--- config.mk ---
export PLATFORM = sky130hd
export DESIGN_NAME = hist_peak_reader
export DESIGN_NICKNAME = d
export VERILOG_FILES = /design/src/rtl/hist_peak_reader.sv
export SDC_FILE = /design/constraint.sdc
export NUM_CORES = 1
export LEC_CHECK = 0
export BUFFER_PORTS_ARGS = -buffer_cell sky130_fd_sc_hd__buf_2
export CORE_MARGIN = 2
export CORE_UTILIZATION = 28
export DETAILED_ROUTE_END_ITERATION = 10
export REMOVE_ABC_BUFFERS = 1
export SETUP_SLACK_MARGIN = 0.2
export SYNTH_ARGS = -nofsm -noshare
export SYNTH_HDL_FRONTEND = slang
export SYNTH_SLANG_ARGS = --single-unit
--- constraint.sdc ---
create_clock -name clk -period 3.35 [get_ports clk]
set_clock_uncertainty 0.2 [all_clocks]
set_input_delay 0.67 -clock clk [delete_from_list [all_inputs] [get_ports clk]]
set_output_delay 0.67 -clock clk [all_outputs]
set_load 0.01 [all_outputs]
--- src/rtl/hist_peak_reader.sv ---
// Sweeps per-pixel histograms stored back-to-back in a read-only SRAM port and
// reports, for each pixel, the lowest-indexed bin holding the largest count.
module hist_peak_reader #(
    parameter int RAM_ADDR = 10,
    parameter int NB       = 8,
    parameter int PEAK_MAX = 8,
    parameter int PIXELS   = 4
) (
    input  logic                      clk,
    input  logic                      res,
    input  logic                      start,
    input  logic [PEAK_MAX-1:0]       thresh,
    output logic [RAM_ADDR-1:0]       raddr,
    output logic                      rEnable,
    output logic                      readFlag,
    input  logic [PEAK_MAX-1:0]       counts,
    output logic                      busy,
    output logic [$clog2(PIXELS)-1:0] peakPixel,
    output logic [NB-1:0]             peakBin,
    output logic [PEAK_MAX-1:0]       peakCount,
    output logic                      peakFound,
    output logic                      peakValid,
    input  logic                      peakReady,
    output logic                      done
);
    localparam int PW = $clog2(PIXELS);
    localparam logic [PW-1:0] LAST_PIXEL = PW'(PIXELS - 1);

    typedef enum logic [2:0] {IDLE, READ, DRAIN, OUT, DONE} state_t;
    state_t state, stateNext;

    logic [PW-1:0]       pixel;
    logic [NB-1:0]       bin;
    logic [PEAK_MAX-1:0] threshQ;

    // Read pipeline: stage 1 = SRAM data returning, stage 2 = registered count.
    logic                vld1, vld2;
    logic [NB-1:0]       bin1, bin2;
    logic [PEAK_MAX-1:0] countsQ;

    logic [PEAK_MAX-1:0] maxCount, nextCount;
    logic [NB-1:0]       maxBin, nextBin;
    logic                takeNew;

    // Bin 0 seeds the running max; later bins win only when strictly larger.
    assign takeNew   = vld2 && ((bin2 == '0) || (countsQ > maxCount));
    assign nextCount = takeNew ? countsQ : maxCount;
    assign nextBin   = takeNew ? bin2 : maxBin;

    always_ff @(posedge clk) begin
        if (!res) state <= IDLE;
        else      state <= stateNext;
    end

    always_comb begin
        // NOTE: every output of this block gets a default first so no path leaves one unassigned (no latches).
        stateNext = state;
        busy      = 1'b1;
        readFlag  = 1'b0;
        rEnable   = 1'b1;
        done      = 1'b0;
        case (state)
            IDLE: begin
                busy = 1'b0;
                if (start) stateNext = READ;
            end
            READ: begin
                readFlag = 1'b1;
                rEnable  = 1'b0;
                if (bin == '1) stateNext = DRAIN;
            end
            DRAIN: stateNext = OUT;
            OUT: begin
                if (peakValid && peakReady)
                    stateNext = (pixel == LAST_PIXEL) ? DONE : READ;
            end
            DONE: begin
                done      = 1'b1;
                stateNext = IDLE;
            end
            default: stateNext = IDLE;
        endcase
    end

    // NOTE: sequential state uses non-blocking assignments so every register samples pre-edge values.
    always_ff @(posedge clk) begin
        if (!res) begin
            pixel     <= '0;
            bin       <= '0;
            raddr     <= '0;
            threshQ   <= '0;
            vld1      <= 1'b0;
            vld2      <= 1'b0;
            bin1      <= '0;
            bin2      <= '0;
            countsQ   <= '0;
            maxCount  <= '0;
            maxBin    <= '0;
            peakValid <= 1'b0;
            peakPixel <= '0;
            peakBin   <= '0;
            peakCount <= '0;
            peakFound <= 1'b0;
        end else begin
            vld1     <= (state == READ);
            bin1     <= bin;
            vld2     <= vld1;
            bin2     <= bin1;
            if (vld1) countsQ <= counts;
            maxCount <= nextCount;
            maxBin   <= nextBin;

            case (state)
                IDLE: begin
                    if (start) begin
                        threshQ <= thresh;
                        pixel   <= '0;
                        bin     <= '0;
                        raddr   <= '0;
                    end
                end
                READ: begin
                    bin <= bin + NB'(1);
                    // raddr holds the last issued address so it never points past the array.
                    if (bin != '1) raddr <= raddr + RAM_ADDR'(1);
                end
                OUT: begin
                    // The last bin's count settles during the first OUT cycle.
                    if (!peakValid) begin
                        peakValid <= 1'b1;
                        peakPixel <= pixel;
                        peakBin   <= nextBin;
                        peakCount <= nextCount;
                        peakFound <= (nextCount >= threshQ);
                    end else if (peakReady) begin
                        peakValid <= 1'b0;
                        if (pixel != LAST_PIXEL) begin
                            pixel <= pixel + PW'(1);
                            raddr <= raddr + RAM_ADDR'(1);
                        end
                    end
                end
                default: ;
            endcase
        end
    end

endmodule

==> impl_metrics.csv, run 1 <==
group,metric,value,unit
floorplan,die_area,14500,um^2
drt,vias,3044,
synthesis,synthDistinctLibCells,43,
cells_and_area,final_common_cell,"dfxtp_1",
setup_path,worst-path-max-fanout,4,
cells_and_area,stdcell_count,667,
cells_and_area,fin_nets,525,
cells_and_area,areaGrowthSynthToFinish,23.8,%
synthesis,synth-compound-area-share,13.0,%
timing,tns,0,ns
timing,hold_viol_final,0,
placement,port_buffers,53,
floorplan,die_w,121,um
clocking,cts_tree,"yes",
drt,ant_nets,0,
setup_path,slowest_delay,0.39,ns
grt,grt_pass1_vias,2954,
setup_path,critPathKind,"flop to flop",
clocking,cts_inserted_buffers,9,
timing,period_minus_slack,3.13,ns
clocking,cts_buffer_depth,2,
power_and_ir_drop,power.density_cell_area,486,nW/um^2
cells_and_area,mostFrequentLayoutCells,"dfxtp_1, buf_2, nor2_1, nand2_1, a21oi_1",
cells_and_area,drive_gt1_share,23.0,%
hold_path,hold_path.class,"flop to flop",
clocking,path_clk_slew,0.07,ns
drt,detail_route.wl_per_cell,12.5,um
synthesis,synthXorXnorAreaFrac,1.84,%
drt,firstDrtPassIters,4,
setup_path,worstPathRequired,3.38,ns
timing,rsz0062_at_grt,"true",
placement,dp_hpwl,5.79,mm
grt,gr-usage-all-layers,12.0,%
synthesis,ys_seq_area_share,49.0,%
placement,gp_congestion,0.794,
grt,grt_remaining_overflow,0,
setup_path,crit_slowest_cell,"dfxtp_2",
run_status,outcome,"finished, final reports clean",
power_and_ir_drop,ir_worst_vdd,0.208,mV
setup_path,path_cells,"ha_4, nor2b_1, o211ai_1, a21oi_2, o211ai_4, buf_6, mux2i_2, inv_1, ha_1, a21o_1, a21o_1, a21oi_2, o21ai_1, a32o_1",
synthesis,synth_top_family_by_area,"simple AND/OR/NAND/NOR gates",
clocking,root_buffer,"clkbuf_16",
drt,initialDrtViolationCount,163,
grt,grt_start_max_net_pins,49,
drt,via_per_inst,4.56,
cells_and_area,antennaDiodeCount,0,
timing,fin_crit_sh,93.4,%
clocking,htree_levels,3,
cells_and_area,postLayoutCellArea,4710,um^2
cells_and_area,final_util,35.5,%
timing,finalMaxSlewViolations,0,
grt,grt_pass1_wl,14.0,mm
clocking,clock_sinks,93,
synthesis,synth_seq_cells,93,
synthesis,async_reset_ff_share,0,%
setup_path,crit_family,"compound AO/OA/AOI/OAI gates",
floorplan,pin_count,54,
synthesis,synthSimpleGateAreaFrac,18.2,%
synthesis,syn_avg_cell_area,8.99,um^2
drt,drc_errors,0,
placement,placed_area,4280,um^2
floorplan,initial_core_util,28.7,%
grt,antenna_found_initial,0,
synthesis,postSynthCellCount,423,
floorplan,core-area,13200,um^2
synthesis,synthAdderAreaFrac,6.25,%
synthesis,synth_mux_area_share,6.61,%
drt,wirelength,8.35,mm
timing,slew_headroom,61.5,%
setup_path,worstSetupEndpointType,"flop",
timing,fmax,320,MHz
timing,worst_pin_slew,0.576,ns
power_and_ir_drop,p_leak,2.06,nW
power_and_ir_drop,report.power.total,0.00229,W
placement,place_inst,644,
setup_path,cp_num_buf_inv,2,
setup_path,start_kind,"flop",
run,cap_violations,0,
clocking,worstSkewPairLatency,0.34,ns
synthesis,ys.flop_type,"dfxtp_1",
setup_path,cp.arrival,3.16,ns
synthesis,synth_enable_flop_cells,0,
synthesis,yosysWarnings,0,
floorplan,die_h,121,um
timing,setup_violations,0,
synthesis,netlist_area,3800,um^2
floorplan,rows,42,
[cell families after synthesis]
group / Yosys count
compound gates: 83
xor+xnor: 8
fa+ha+maj: 19
buf+inv: 46
flops: 93
mux: 25
simple gates: 149
[worst paths after layout]
check | from | end | slack, ns | depth (start not counted)
worst max-delay path | countsQ[1] | peakFound | 0.22 | 14
worst min-delay path | bin1[2] | bin2[2] | 0.23 | 1
worst max register to register | countsQ[1] | peakFound | 0.22 | 14
worst min register to register | bin1[2] | bin2[2] | 0.23 | 1
[per-stage QoR]
| stage | setup slack [ns] | hold WS [ns] |
|---|---|---|
| 4_1_cts | 0.208 | 0.236 |
| 3_3_place_gp | 0.174 | 0.219 |
| 5_1_grt | 0.0660 | 0.256 |
| 3_5_place_dp | 0.0288 | 0.218 |
| 2_1_floorplan | -0.0257 | 0.212 |
| 6_report | 0.221 | 0.233 |
[final cells by class]
cell class	count	area, um^2
clock buffers	9	225
clock inverters	7	77.6
fillers	1383	8540
inverters	26	97.6
multi-input cells	284	1800
flip-flops and latches	93	1870
well taps	176	220
repair buffers	72	415
[cell usage after synthesis (2+ instances only)]
master / instances / area share (%)
dfxtp_1: 93 / 49
nor2_1: 47 / 4.6
nand2_1: 42 / 4.1
a21oi_1: 38 / 5.0
inv_1: 26 / 2.6
mux2i_1: 24 / 6.3
o21ai_0: 23 / 3.0
ha_1: 19 / 6.3
and2_1: 18 / 3.0
clkbuf_1: 14 / 1.4
nand3_1: 8 / 1.1
nor3_1: 7 / 0.92
nand4_1: 6 / 0.99
buf_2: 4 / 0.53
nand2b_1: 4 / 0.66
nor4_1: 4 / 0.66
or3_1: 4 / 0.66
xnor2_1: 4 / 0.92
xor2_1: 4 / 0.92
a21o_1: 3 / 0.59
a21oi_2: 3 / 0.69
a31oi_1: 3 / 0.49
and3_1: 3 / 0.49
nor2b_1: 2 / 0.33
or2_2: 2 / 0.33
[metal layers]
metal  wire length (um)  GRT usage, %  up-vias  share of wire [%]
li1                   -             -     1561                  -
met1               3820          14.6     1411                 46
met2               4000          20.0       60                 48
met3                409          3.82       12                4.9
met4                116          4.22        0                1.4
met5                  0             0        -                  0
[sequential cells by signal (all words and copies together), names as in the netlist]
signal,flops
pixel,2
peakFound,1
raddr,10
peakValid,1
peakPixel,2
vld1,1
bin,8
state,3
peakCount,8
bin2,8
maxCount,8
maxBin,8
vld2,1
threshQ,8
countsQ,8
peakBin,8
bin1,8
[worst register-to-register path, stage by stage (launching register included)]
cell and delay [ns]:
dfxtp_2 0.39, ha_4 0.22, nor2b_1 0.14, o211ai_1 0.26
a21oi_2 0.11, o211ai_4 0.27, buf_6 0.14, mux2i_2 0.21
inv_1 0.07, ha_1 0.26, a21o_1 0.15, a21o_1 0.18
a21oi_2 0.15, o21ai_1 0.08, a32o_1 0.21
[where the power goes]
group / total (W) / internal, W / switching, W / leakage [nW]
logic: 0.000146 / 0.0000622 / 0.0000842 / 1.16
registers: 0.00114 / 0.00112 / 0.0000171 / 0.755
clock network: 0.00100 / 0.000529 / 0.000471 / 0.144
[repair_timing]
item | 4_1_cts | 5_1_grt
setup endpoints to repair | 1 | 1
gates resized for setup | 10 | 10
hold buffers | 0 | 0
setup buffers | 3 | 4
pin swaps | 3 | 7
Note: power is estimated with default switching activity, not from simulation.
==> run 2: changes to the inputs <==
CORE_ASPECT_RATIO = 0.8   (was default)
HOLD_SLACK_MARGIN = 0.12   (was default)
==> run 2 against run 1 <==
Combinational power about the same. Sequential cell count unchanged. Utilization down 0.47 points. Non-clock buffer count down 4. Largest cell class unchanged. Largest power group unchanged.
==> impl_metrics.csv, run 2 (synthesized netlist as in run 1, its figures left out) <==
group,metric,value,unit
power_and_ir_drop,sequentialPowerShare,49.4,%
power_and_ir_drop,clkPwrFrac,44.3,%
drt,wl_met2,3.70,mm
clocking,clock_sinks,93,
power_and_ir_drop,power.density_cell_area,491,nW/um^2
drt,firstDrtPassIters,4,
hold_path,hold_path.class,"flop to flop",
cells_and_area,register_area,1870,um^2
floorplan,die_h,108,um
power_and_ir_drop,sw_frac_of_total,23.6,%
cells_and_area,largest_register_ffs,10,
timing,slew_headroom,62.9,%
placement,gp_congestion,0.810,
timing,finalMaxSlewViolations,0,
setup_path,critPathKind,"flop to flop",
setup_path,crit_family,"compound AO/OA/AOI/OAI gates",
setup_path,startpoint,"maxCount[6]",
floorplan,die_area,14500,um^2
clocking,htree_levels,3,
setup_path,rr_endpoint,"peakFound",
setup_path,cp.arrival,3.13,ns
setup_path,path_cells,"inv_2, ha_4, a21oi_2, nand2_1, a221o_1, o211ai_4, mux2i_2, ha_1, nand2b_4, a21o_1, a21o_1, a21oi_2, o21ai_1, a32o_1",
timing,fmax,324,MHz
drt,vias,3065,
timing,tns,0,ns
run_status,outcome,"finished, final reports clean",
floorplan,die_w,134,um
clocking,cts_buffer_depth,2,
placement,port_buffers,53,
grt,grt_pass1_wl,14.3,mm
cells_and_area,antennaDiodeCount,0,
drt,highest_layer,"met4",
drt,via_per_inst,4.60,
setup_path,start_kind,"flop",
clocking,worstSkewPairLatency,0.34,ns
grt,grt_pass1_vias,2992,
clocking,root_buffer,"clkbuf_16",
timing,rsz0062_at_grt,"true",
setup_path,endpoint,"peakFound",
timing,fin_crit_sh,92.1,%
power_and_ir_drop,internal_power,0.00177,W
timing,fin_ws,0.263,ns
clocking,cts_tree,"yes",
power_and_ir_drop,p_leak,2.05,nW
drt,ant_nets,0,
setup_path,worstPathRequired,3.39,ns
timing,worst_pin_slew,0.551,ns
clocking,holdBufCountCts,0,
floorplan,core-area,13400,um^2
power_and_ir_drop,comb_power_share,6.3,%
clocking,path_clk_slew,0.07,ns
power_and_ir_drop,p_switching,0.000545,W
drt,wirelength,8.38,mm
setup_path,reg2reg_depth,14,
setup_path,rr_startpoint,"maxCount[6]",
placement,dp_hpwl,5.85,mm
power_and_ir_drop,ir_worst_vdd,0.268,mV
grt,grt_remaining_overflow,0,
cells_and_area,top_register,"raddr",
placement,place_worst_setup_slack,0.0681,ns
setup_path,slowest_delay,0.33,ns
cells_and_area,nFillCells,1366,
timing,setup_violations,0,
setup_path,worstSetupEndpointType,"flop",
drt,initialDrtViolationCount,178,
cells_and_area,mostFrequentLayoutCells,"dfxtp_1, buf_2, nor2_1, nand2_1, a21oi_1",
cells_and_area,drive_gt1_share,22.6,%
setup_path,crit_slowest_cell,"dfxtp_2",
cells_and_area,multi_input_area,1830,um^2
timing,period_minus_slack,3.09,ns
floorplan,pin_count,54,
cells_and_area,final_util,35.1,%
drt,detail_route.wl_per_cell,12.6,um
floorplan,rows,38,
drt,drc_errors,0,
timing,hold_viol_final,0,
drt,met3WireLength,526,um
setup_path,cp_num_buf_inv,1,
drt,met1_length,4.05,mm
floorplan,initial_core_util,28.4,%
setup_path,worst-path-max-fanout,5,
run,cap_violations,0,
setup_path,rrSetupSlack,0.26,ns
grt,grt_start_max_net_pins,39,
grt,antenna_found_initial,0,
grt,gr-usage-all-layers,12.5,%
cells_and_area,areaGrowthSynthToFinish,23.7,%
cells_and_area,fin_nets,521,
clocking,cts_inserted_buffers,9,
setup_path,crit_cells,14,
cells_and_area,final_common_cell,"dfxtp_1",
run 2: changes by cell type in the layout (fill, tap and decap cells not counted), moves of 2 or more:
cell / delta
clkinv_4: +3
clkinv_8: -2
inv_6: -3
buf_4: -3
run 2: final cells by class:
type	count	share of cell area, %
clock buffers	9	4.79
multi-input cells	284	38.9
clock inverters	7	1.62
inverters	26	2.08
well taps	180	4.79
repair buffers	68	8.12
flip-flops and latches	93	39.8
run 2: stage by stage:
| step | std cells | area, um^2 | total power (W) | hold WS [ns] |
|---|---|---|---|---|
| final | 667 | 4700 | 0.00231 | 0.235 |
| after global routing | 667 | 4700 | 0.00241 | 0.253 |
| after CTS | 667 | 4630 | 0.00233 | 0.238 |
| after detailed placement | 648 | 4290 | 0.00130 | 0.223 |
| after global placement | 648 | 4290 | 0.00130 | 0.220 |
| after floorplan | 403 | 3710 | 0.00125 | 0.212 |
run 2: how the worst min path moves through the flow:
stage | from | to | slack (ns) | cells past startpoint
2_1_floorplan | bin1[0] | bin2[0] | 0.21 | 1
3_3_place_gp | bin1[0] | bin2[0] | 0.22 | 1
3_5_place_dp | bin1[4] | bin2[4] | 0.22 | 1
4_1_cts | bin1[4] | bin2[4] | 0.24 | 1
5_1_grt | bin1[3] | bin2[3] | 0.25 | 1
6_report | bin1[0] | bin2[0] | 0.24 | 1
run 2: timing repair:
| action | CTS | global route |
|---|---|---|
| pin swaps | 3 | 10 |
| setup buffers | 3 | 0 |
| endpoints found under the hold margin | 0 | 0 |
| endpoints found under the setup margin | 1 | 1 |
| gates resized for setup | 7 | 14 |
run 2: routing by layer:
metal	vias up	track usage, %
met3	11	4.55
met1	1428	15.5
met4	0	4.36
li1	1557	-
met5	-	0
met2	69	20.0
run 2: power groups by stage:
stage	sequential [W]	clock [W]	combinational (W)
after floorplan	0.00116	0	0.0000855
after global placement	0.00116	0	0.000133
after detailed placement	0.00116	0	0.000136
after CTS	0.00114	0.00105	0.000140
after global routing	0.00114	0.00110	0.000167
final	0.00114	0.00102	0.000147
run 2: worst register-to-register path: cells and delay by family, from the launching register on:
kind                       cells  cell delay [ns]
DFF                            1             0.33
adders and majority gates      2             0.48
and+or+nand+nor                2             0.20
muxes                          1             0.28
AOI/OAI and AO/OA              8             1.46
buffers and inverters          1             0.04
==> run 3: changes to the inputs <==
CORE_UTILIZATION = 51   (was 28)
PLACE_DENSITY = 0.75   (was default)
==> run 3 against run 2 <==
Clock-buffer cell count stayed put. Sequential share of layout area increased by 1.6 points. Routed wire length shrank 6.5%. Critical path depth rose by 1. Via count did not move. Cell count shrank 13%. First-iteration DRC count fell by 21%. Non-clock buffer count up 4. Maximum frequency down 1.5%. Combinational power is essentially flat. Critical endpoint unchanged. Highest routed layer unchanged.
==> impl_metrics.csv, run 3 (synthesized netlist as in run 1, its figures left out) <==
group,metric,value,unit
setup_path,worstSetupEndpointType,"flop",
timing,fin_hold_ws,0.238,ns
cells_and_area,final_common_cell,"dfxtp_1",
floorplan,pin_count,54,
floorplan,die_h,81.2,um
hold_path,hold_path.class,"flop to flop",
grt,gr-usage-all-layers,20.5,%
setup_path,cp_num_buf_inv,3,
setup_path,rr_startpoint,"maxCount[6]",
timing,setup_violations,0,
drt,wirelength,7.83,mm
drt,ant_nets,0,
clocking,htree_levels,3,
grt,grt_pass1_wl,13.1,mm
placement,port_buffers,53,
setup_path,worst-path-max-fanout,6,
clocking,worstSkewPairLatency,0.37,ns
cells_and_area,largest_register_ffs,10,
cells_and_area,antennaDiodeCount,0,
floorplan,die_w,101,um
setup_path,critPathKind,"flop to flop",
power_and_ir_drop,report.power.total,0.00200,W
power_and_ir_drop,ir_worst_vdd,0.279,mV
run_status,outcome,"finished, final reports clean",
timing,finalMaxSlewViolations,0,
setup_path,cp.arrival,3.20,ns
timing,slew_headroom,42.2,%
grt,grt_pass1_vias,2882,
drt,firstDrtPassIters,4,
clocking,cts_buffer_depth,2,
setup_path,crit_cells,15,
setup_path,crit_slowest_cell,"dfxtp_2",
power_and_ir_drop,p_leak,2.02,nW
placement,dp_hpwl,5.55,mm
drt,via_per_inst,5.28,
hold_path,worstHoldStart,"bin1[2]",
setup_path,worstPathRequired,3.42,ns
grt,grt_remaining_overflow,0,
drt,initialDrtViolationCount,141,
clocking,path_clk_slew,0.10,ns
hold_path,hold_depth,1,
timing,fin_crit_sh,93.5,%
setup_path,startpoint,"maxCount[6]",
placement,gp_congestion,0.800,
grt,grt_start_max_net_pins,39,
cells_and_area,top_register,"raddr",
floorplan,initial_core_util,51.9,%
setup_path,crit_family,"compound AO/OA/AOI/OAI gates",
drt,vias,3065,
setup_path,slowest_delay,0.34,ns
timing,fmax,319,MHz
floorplan,rows,28,
cells_and_area,final_util,61.7,%
run,cap_violations,0,
timing,rsz0062_at_grt,"true",
cells_and_area,register_area,1870,um^2
timing,worst_pin_slew,0.865,ns
floorplan,core-area,7320,um^2
clocking,clock_sinks,93,
timing,hold_viol_final,0,
cells_and_area,multi_input_area,1830,um^2
cells_and_area,fin_nets,525,
clocking,cts_inserted_buffers,9,
cells_and_area,areaGrowthSynthToFinish,18.8,%
setup_path,start_kind,"flop",
timing,period_minus_slack,3.13,ns
power_and_ir_drop,power.density_cell_area,443,nW/um^2
clocking,cts_tree,"yes",
cells_and_area,nFillCells,629,
drt,detail_route.wl_per_cell,13.5,um
drt,drc_errors,0,
cells_and_area,drive_gt1_share,23.4,%
setup_path,path_cells,"inv_2, ha_4, a21oi_2, nand2_1, a221o_1, o211ai_4, buf_6, mux2i_2, inv_1, ha_1, a21o_1, a21o_1, a21oi_2, o21ai_1, a32o_1",
setup_path,reg2reg_depth,15,
floorplan,die_area,8170,um^2
clocking,root_buffer,"clkbuf_8",
cells_and_area,mostFrequentLayoutCells,"dfxtp_1, buf_2, nor2_1, nand2_1, a21oi_1",
grt,antenna_found_initial,0,
-- run 3: changes by cell type in the layout (fill, tap and decap cells not counted) --
cell        previous run  this run
mux2i_1               21        20
bufinv_16              1         0
mux2i_2                2         3
inv_6                  0         2
clkbuf_8               0         9
buf_6                  1         2
buf_4                 14        17
inv_8                  0         2
clkinv_2               1         0
clkinvlp_4             2         0
clkbuf_16              9         0
-- run 3: layout make-up --
class,count,share of cell area [%]
Sequential cell,93,41.4
Timing Repair Buffer,72,9.20
Tap cell,90,2.49
Clock inverter,7,1.47
Multi-Input combinational cell,284,40.5
Clock buffer,9,2.74
Inverter,26,2.16
-- run 3: power breakdown --
part           internal (W)  switching [W]  leakage, nW
Sequential          0.00112      0.0000171        0.755
Clock              0.000289       0.000422       0.0982
Combinational     0.0000646      0.0000853         1.17
Total               0.00148       0.000524         2.02
-- run 3: final timing paths --
kind	endpoint	slack [ns]
worst max-delay path	peakFound	0.22
worst min-delay path	bin2[2]	0.24
worst max register to register	peakFound	0.22
worst min register to register	bin2[2]	0.24
-- run 3: layer usage --
metal  routed length [um]  vias to the layer above  part of all wire (%)  track usage [%]
met5                    0                        -                     0                0
met4                  114                        0                   1.5             6.71
met3                  401                       12                   5.1             5.85
met2                 3620                       71                    46             34.2
met1                 3700                     1420                    47             25.8
li1                     -                     1562                     -                -
-- run 3: metrics by stage --
step           cells  setup slack, ns  setup TNS, ns  instance area [um^2]
6_report         581            0.217              0                  4520
5_1_grt          581           0.0880              0                  4520
4_1_cts          577            0.200              0                  4430
3_5_place_dp     558           0.0395              0                  4180
3_3_place_gp     558            0.166              0                  4180
2_1_floorplan    403          -0.0257        -0.0257                  3710
-- run 3: repair_timing --
item	in CTS	in global routing
pin swaps	5	8
resized for setup	11	12
hold buffers	0	0
endpoints found under the setup margin	1	1
buffers inserted	3	4
